## src/rtl/serial_normalizer.sv

```systemverilog
// Front end of the two's-complement to floating-point converter: takes a 12-bit
// sample, forms sign/magnitude and normalizes it one bit per clock for the rounder.
module serial_normalizer (
    input  logic        clk,
    input  logic        reset_n,
    input  logic [11:0] D,
    input  logic        in_valid,
    output logic        in_ready,
    input  logic        out_ready,
    output logic        out_valid,
    output logic        S,
    output logic [2:0]  E,
    output logic [4:0]  F,
    output logic        Sixth
);

    typedef enum logic [1:0] {
        IDLE  = 2'd0,
        ABS   = 2'd1,
        SHIFT = 2'd2,
        DONE  = 2'd3
    } state_t;

    state_t      state;
    state_t      state_nxt;
    logic [11:0] d_q;
    logic [11:0] mag_sh;
    logic [2:0]  count;
    logic        shift_done;

    // Normalization stops at a leading one or after the seventh shift.
    assign shift_done = mag_sh[11] || (count == 3'd7);

    // NOTE: sequential state uses non-blocking (<=) so every register samples
    // pre-edge values; blocking here would create order-dependent races.
    always_ff @(posedge clk) begin
        if (!reset_n) begin
            state <= IDLE;
        end else begin
            state <= state_nxt;
        end
    end

    // NOTE: a default assignment before the case keeps this block free of
    // inferred latches on paths that do not change state.
    always_comb begin
        state_nxt = state;
        case (state)
            IDLE:  if (in_valid)  state_nxt = ABS;
            ABS:                  state_nxt = SHIFT;
            SHIFT: if (shift_done) state_nxt = DONE;
            DONE:  if (out_ready) state_nxt = IDLE;
        endcase
    end

    always_comb begin
        in_ready  = reset_n && (state == IDLE);
        out_valid = (state == DONE);
    end

    // NOTE: every datapath register is reset, not just the control state, so a
    // reset mid-operation leaves no partial result visible on the outputs.
    always_ff @(posedge clk) begin
        if (!reset_n) begin
            d_q    <= '0;
            mag_sh <= '0;
            count  <= '0;
            S      <= 1'b0;
            E      <= '0;
            F      <= '0;
            Sixth  <= 1'b0;
        end else begin
            case (state)
                IDLE: begin
                    if (in_valid) d_q <= D;
                end
                ABS: begin
                    // 12'h800 negates to itself, which is the correct magnitude.
                    S      <= d_q[11];
                    mag_sh <= d_q[11] ? (~d_q + 12'd1) : d_q;
                    count  <= '0;
                end
                SHIFT: begin
                    if (shift_done) begin
                        E     <= 3'd7 - count;
                        F     <= mag_sh[11:7];
                        Sixth <= mag_sh[6];
                    end else begin
                        mag_sh <= mag_sh << 1;
                        count  <= count + 3'd1;
                    end
                end
                DONE: begin
                end
            endcase
        end
    end

endmodule

```

## config.mk

```make
export PLATFORM = sky130hd
export DESIGN_NAME = serial_normalizer
export DESIGN_NICKNAME = d
export VERILOG_FILES = /design/src/rtl/serial_normalizer.sv
export SDC_FILE = /design/constraint.sdc
export NUM_CORES = 1
export LEC_CHECK = 0
export BUFFER_PORTS_ARGS = -buffer_cell sky130_fd_sc_hd__buf_2
export CORE_MARGIN = 3
export CORE_UTILIZATION = 35
export CTS_CLUSTER_DIAMETER = 200
export CTS_CLUSTER_SIZE = 10
export DETAILED_ROUTE_END_ITERATION = 12
export GPL_ROUTABILITY_DRIVEN = 0
export PLACE_DENSITY = 0.58
export SYNTH_ARGS = -nofsm -noshare
export SYNTH_HDL_FRONTEND = slang
export SYNTH_SLANG_ARGS = --single-unit
export TNS_END_PERCENT = 1
```

## constraint.sdc

```tcl
create_clock -name clk -period 3.62 [get_ports clk]
set_clock_uncertainty 0.1 [all_clocks]
set_input_delay 0.181 -clock clk [delete_from_list [all_inputs] [get_ports clk]]
set_output_delay 0.181 -clock clk [all_outputs]
set_load 0.005 [all_outputs]
```

==> impl_metrics.yaml, run 1 <==
run_status:
  outcome: "finished clean"
detailed_routing:
  num_vias: 1606
  wl_per_cell_um: 12.6
  ant_nets: 0
  drt-pass1-iter-count: 4
  drt_iter0_drc: 75
  remaining_drc_errors: 0
  wl_um: 4130
  vias_per_cell: 4.90
power_and_ir_drop:
  vdd_drop_max_mv: 0.311
  power_w: 0.00149
  p_leak_nw: 0.919
  p_per_area_nw_per_um2: 661
placed_design:
  numPlacedInstances: 320
  port_buffers: 27
  dp_hpwl_um: 2950
  preCtsSetupSlack_ns: 1.07
global_route:
  grt_first_pass_wirelength_um: 6980
  grt_max_degree: 34
  antenna_found_initial: 0
  overflow: 0
  grt_use_total_pct: 13.9
  grt_pass1_vias: 1501
floorplan:
  start_util_pct: 36.9
  ioPinCount: 28
  dieArea_um2: 6400
  core_area_um2: 5200
  die_width_um: 80.0
  rows: 26
  die_h_um: 80.0
final_layout:
  nFillCells: 535
  drive_gt1_share_pct: 18.6
  diodes: 0
  syn_to_final_growth_pct: 17.3
  nets: 281
  stdcell_count: 328
  layout_commonest_cell: "nand2_1"
  layout_common_cells: "nand2_1, dfxtp_1, a21oi_1"
worst_hold_path:
  hold_depth: 3
  hold_class: "input pin to flip-flop"
logic_synthesis:
  synth-simple-area-share_pct: 27.2
  ys_seq_area_share_pct: 40.7
  synth_fa_ha_area_share_pct: 5.22
  synthMuxAreaShare_pct: 4.70
  synth_area_leader_cell: "dfxtp_1"
  synth_top_family_by_area: "simple AND/OR/NAND/NOR gates"
  yosysTopAreaCellShare_pct: 40.7
  synth_compound_area_share_pct: 16.1
  yosys_warnings: 0
  synth_cells: 232
  synth_xor_area_share_pct: 2.28
  ys_ff_latch: 39
  synth_nets: 256
  yosys-top-cells-area: "dfxtp_1, nand2_1, a21oi_1"
  synth_edf_count: 0
  synthArstFlopShare_pct: 0
  yosysUniqueCellTypes: 43
  synth_area_um2: 1920
  synthFlopType: "dfxtp_1"
  synth_area_per_cell_um2: 8.27
timing:
  period_share_pct: 71.6
  whs_ns: 0.0163
  fin_setup_tns_ns: 0
  fmax_mhz: 386
  finalSetupViolations: 0
  setup_ws_ns: 1.03
  hold_viol_final: 0
  rsz0062_at_grt: "false"
  drv_slew: 0
  worst_pin_slew_ns: 0.981
  finalCriticalPeriod_ns: 2.59
  relSlewSlack_pct: 34.6
cts:
  postCtsSetupRepairBufs: 0
  cts.sinks: 39
  cts_hold_repair.buffers: 0
  clock_path_buffers: 2
  clock-root-buffer: "clkbuf_8"
  cts_resized: 0
  cts_tree: "built"
  clk_pin_slew_worst_paths_ns: 0.08
  cts_max_level: 2
  numCtsBuffers: 5
  clk_latency_ns: 0.30
flow_run:
  maxCapViolCount: 0
worst_setup_path:
  path_max_fanout: 33
  arrival_ns: 2.69
  cp-end-kind: "flip-flop"
  worstSetupStartpointType: "flip-flop"
  ff2ff_path_depth: 6
  worstSetupPathType: "flip-flop to flip-flop"
  crit_required_ns: 3.71
[worst max-delay path, cell delays in order (launching register included)]
cell	delay [ns]
dfxtp_1	0.34
inv_1	0.11
ha_1	0.82
nor3b_2	0.58
nor2_1	0.28
a21oi_1	0.21
nor2_1	0.05
[cells in the mapped netlist, types with 2 or more instances]
master and instances:
xor2_1 3, ha_1 8, a21oi_1 28, inv_1 7, nor2_1 14, o21ai_0 7
o31ai_1 2, nor3_1 2, or3_1 2, or3b_2 2, a221oi_1 3, nor3b_1 6
and2_1 2, xnor2_1 2, o41ai_1 2, nand2_1 41, or4b_1 2, clkbuf_1 9
mux2i_1 9, dfxtp_1 39, nand2b_1 5, o211ai_1 4, nand3_1 8, or2_2 4
and3_1 3
[per-layer routing]
layer / vias to the layer above / part of all wire [%] / GRT usage, %
li1: 855 / - / -
met1: 720 / 52 / 18.7
met2: 24 / 43 / 21.0
met3: 7 / 3.5 / 3.39
met4: 0 / 1.7 / 5.91
met5: - / 0 / 0
[power breakdown]
part	internal, W	total [W]	switching, W
combinational	0.000191	0.000486	0.000295
clock	0.000275	0.000434	0.000159
sequential	0.000494	0.000566	0.0000718
[stage by stage]
stage / utilization [%] / cell area, um2
floorplan: - / 1920
global placement: 40.6 / 2110
detailed placement: 40.6 / 2110
CTS: 43.2 / 2250
global route: 43.2 / 2250
finish: 43.2 / 2250
[path summary, 6_finish.rpt]
kind                                              from                     end  slack [ns]
worst min register to register  mag_sh[3]$_SDFFE_PN0P_  mag_sh[3]$_SDFFE_PN0P_        0.35
worst max register to register   state[0]$_SDFFE_PN0P_   count[0]$_SDFFE_PN0P_        1.03
worst max-delay path             state[0]$_SDFFE_PN0P_   count[0]$_SDFFE_PN0P_        1.03
worst min-delay path                              D[6]     d_q[6]$_SDFFE_PN0P_        0.02
[cell families after synthesis]
family	Yosys count
AND/OR/NAND/NOR	100
AO/OA/AOI/OAI	52
adder cells (fa/ha/maj)	8
flip-flops	39
multiplexers	9
buffers and inverters	19
XOR/XNOR	5
[flip-flops by register name (all words and copies together), names as in the netlist]
signal,count
d_q,12
mag_sh,12
F,5
E,3
count,3
state,2
S,1
Sixth,1
[final cells by class]
| class | instances | area (um2) | share of cell area, % |
|---|---|---|---|
| clock inverter | 3 | 67.6 | 3.00 |
| timing repair buffer | 29 | 150 | 6.67 |
| inverter | 8 | 30.0 | 1.33 |
| tap | 70 | 87.6 | 3.89 |
| clock buffer | 5 | 68.8 | 3.06 |
| sequential | 39 | 781 | 34.7 |
| multi-input combinational | 174 | 1060 | 47.3 |
(Power assumes the default switching activity.)
==> inputs of run 2 (changes only) <==
==> constraint.sdc (replaced) <==
create_clock -name clk -period 2.55 [get_ports clk]
set_clock_uncertainty 0.1 [all_clocks]
set_input_delay 0.1275 -clock clk [delete_from_list [all_inputs] [get_ports clk]]
set_output_delay 0.1275 -clock clk [all_outputs]
set_load 0.005 [all_outputs]
==> run 2 against run 1 <==
Via count increased by 5.0%. Flip-flop and latch count unchanged. Register-to-register slack got worse by 0.69 ns. Sequential power increased by 42%. Maximum frequency increased by 17%. Final area increased by 4.3%. First-iteration DRC count decreased by 23%. Largest cell class unchanged. Sequential share of layout area decreased by 1.4 points. Critical path depth unchanged. Utilization increased by 1.9 points.
==> impl_metrics.yaml, run 2 (same netlist as run 1, synthesis figures left out) <==
run_status:
  outcome: "finished clean"
final_layout:
  nets: 296
  drive_gt1_share_pct: 18.7
  nFillCells: 541
  layout_commonest_cell: "nand2_1"
  reg.largest.list: "d_q x12, mag_sh x12, F x5"
  diodes: 0
  stdcell_count: 343
  syn_to_final_growth_pct: 22.3
  layout_common_cells: "nand2_1, dfxtp_1, a21oi_1"
  utilization_pct: 45.1
cts:
  clk_pin_slew_worst_paths_ns: 0.08
  clk_latency_ns: 0.29
  cts_max_level: 2
  clock-root-buffer: "clkbuf_8"
  cts.sinks: 39
  clock_path_buffers: 2
  cts_tree: "built"
  numCtsBuffers: 5
worst_hold_path:
  worstHoldStart: "reset_n"
  hold_class: "input pin to flip-flop"
  hold_depth: 3
  min_to: "mag_sh[9]$_SDFFE_PN0P_"
power_and_ir_drop:
  p_switching_w: 0.000763
  p_int_w: 0.00121
  combPwrFrac_pct: 38.3
  vdd_drop_max_mv: 0.358
  pwr-share-clk_pct: 20.9
  seqPwrFrac_pct: 40.8
  p_leak_nw: 0.965
  p_per_area_nw_per_um2: 839
  p_sw_share_pct: 38.8
detailed_routing:
  wl_um: 4390
  wl_per_cell_um: 12.8
  drt_iter0_drc: 58
  vias_per_cell: 4.92
  num_vias: 1687
  ant_nets: 0
  drt-pass1-iter-count: 4
  remaining_drc_errors: 0
floorplan:
  core_area_um2: 5200
  die_width_um: 80.0
  dieArea_um2: 6400
  die_h_um: 80.0
  rows: 26
  start_util_pct: 36.9
  ioPinCount: 28
worst_setup_path:
  r2r_end: "mag_sh[4]$_SDFFE_PN0P_"
  path_max_fanout: 16
  crit_required_ns: 2.68
  cp-end-kind: "flip-flop"
  worstSetupPathType: "flip-flop to flip-flop"
  arrival_ns: 2.34
  r2r-start: "state[0]$_SDFFE_PN0P_"
  ff2ff_path_depth: 6
  r2r_slack_ns: 0.34
  worstSetupStartpointType: "flip-flop"
placed_design:
  port_buffers: 27
  numPlacedInstances: 323
  preCtsSetupSlack_ns: 0.269
  dp_hpwl_um: 3040
timing:
  whs_ns: 0.0854
  relSlewSlack_pct: 64.8
  worst_pin_slew_ns: 0.527
  finalCriticalPeriod_ns: 2.21
  fmax_mhz: 453
  finalSetupViolations: 0
  setup_ws_ns: 0.343
  period_share_pct: 86.5
  drv_slew: 0
  fin_setup_tns_ns: 0
  rsz0062_at_grt: "false"
  hold_viol_final: 0
global_route:
  grt_first_pass_wirelength_um: 7580
  antenna_found_initial: 0
  overflow: 0
  grt_pass1_vias: 1622
  grt_use_total_pct: 15.3
  grt_max_degree: 22
flow_run:
  maxCapViolCount: 0
==> run 2: changes by cell type in the layout (fill, tap and decap cells not counted), sizes merged <==
cell         before  now
dlygate4sd3       0   12
bufinv            2    0
clkinvlp          1    0
clkinv            1    4
buf              29   32
==> run 2: timing repair <==
item	4_1_cts	5_1_grt
setup endpoints to repair	0	2
resized for setup	0	1
buffers inserted	0	0
hold buffers	12	0
hold endpoints to repair	12	0
==> run 2: power groups by stage <==
stage | clock [W] | combinational, W | sequential [W]
after floorplan | 0 | 0.000555 | 0.000780
after global placement | 0 | 0.000728 | 0.000815
after detailed placement | 0 | 0.000735 | 0.000816
after CTS | 0.000432 | 0.000754 | 0.000802
after global routing | 0.000460 | 0.000858 | 0.000818
final | 0.000411 | 0.000753 | 0.000804
==> run 2: layer usage <==
metal	up-vias	part of all wire (%)	global-route usage [%]
li1	889	-	-
met1	759	50	19.5
met2	34	45	24.4
met3	5	4.0	3.72
met4	0	1.2	6.59
met5	-	0	0
==> run 2: metrics by stage <==
stage / power [W] / area (um2)
after floorplan: 0.00133 / 1920
after global placement: 0.00154 / 2140
after detailed placement: 0.00155 / 2140
after CTS: 0.00199 / 2340
after global routing: 0.00214 / 2350
final: 0.00197 / 2350
==> run 2: area by class of cell <==
class	count	area, um2	area share (%)
inverter	8	30.0	1.28
timing repair buffer	44	293	12.5
multi-input combinational	174	1070	45.7
tap	70	87.6	3.73
clock inverter	3	15.0	0.640
sequential	39	781	33.3
clock buffer	5	68.8	2.93
==> run 2: how the worst max path moves through the flow <==
stage                          start                      end  slack [ns]  cells after the start
3_5_place_dp   state[0]$_SDFFE_PN0P_   mag_sh[8]$_SDFFE_PN0P_        0.27                      7
4_1_cts        state[0]$_SDFFE_PN0P_   mag_sh[8]$_SDFFE_PN0P_        0.22                      7
5_1_grt        state[0]$_SDFFE_PN0P_   mag_sh[5]$_SDFFE_PN0P_        0.12                      6
3_3_place_gp   state[0]$_SDFFE_PN0P_   mag_sh[8]$_SDFFE_PN0P_        0.40                      7
6_report       state[0]$_SDFFE_PN0P_   mag_sh[4]$_SDFFE_PN0P_        0.34                      6
2_1_floorplan    d_q[0]$_SDFFE_PN0P_  mag_sh[10]$_SDFFE_PN0P_        0.66                      6
==> run 2: critical path, stage by stage (launching register included) <==
cell and delay [ns]:
dfxtp_1 0.34, inv_1 0.11, ha_1 0.49, or3b_2 0.55
nand2_1 0.22, o311ai_0 0.16, a21oi_1 0.16
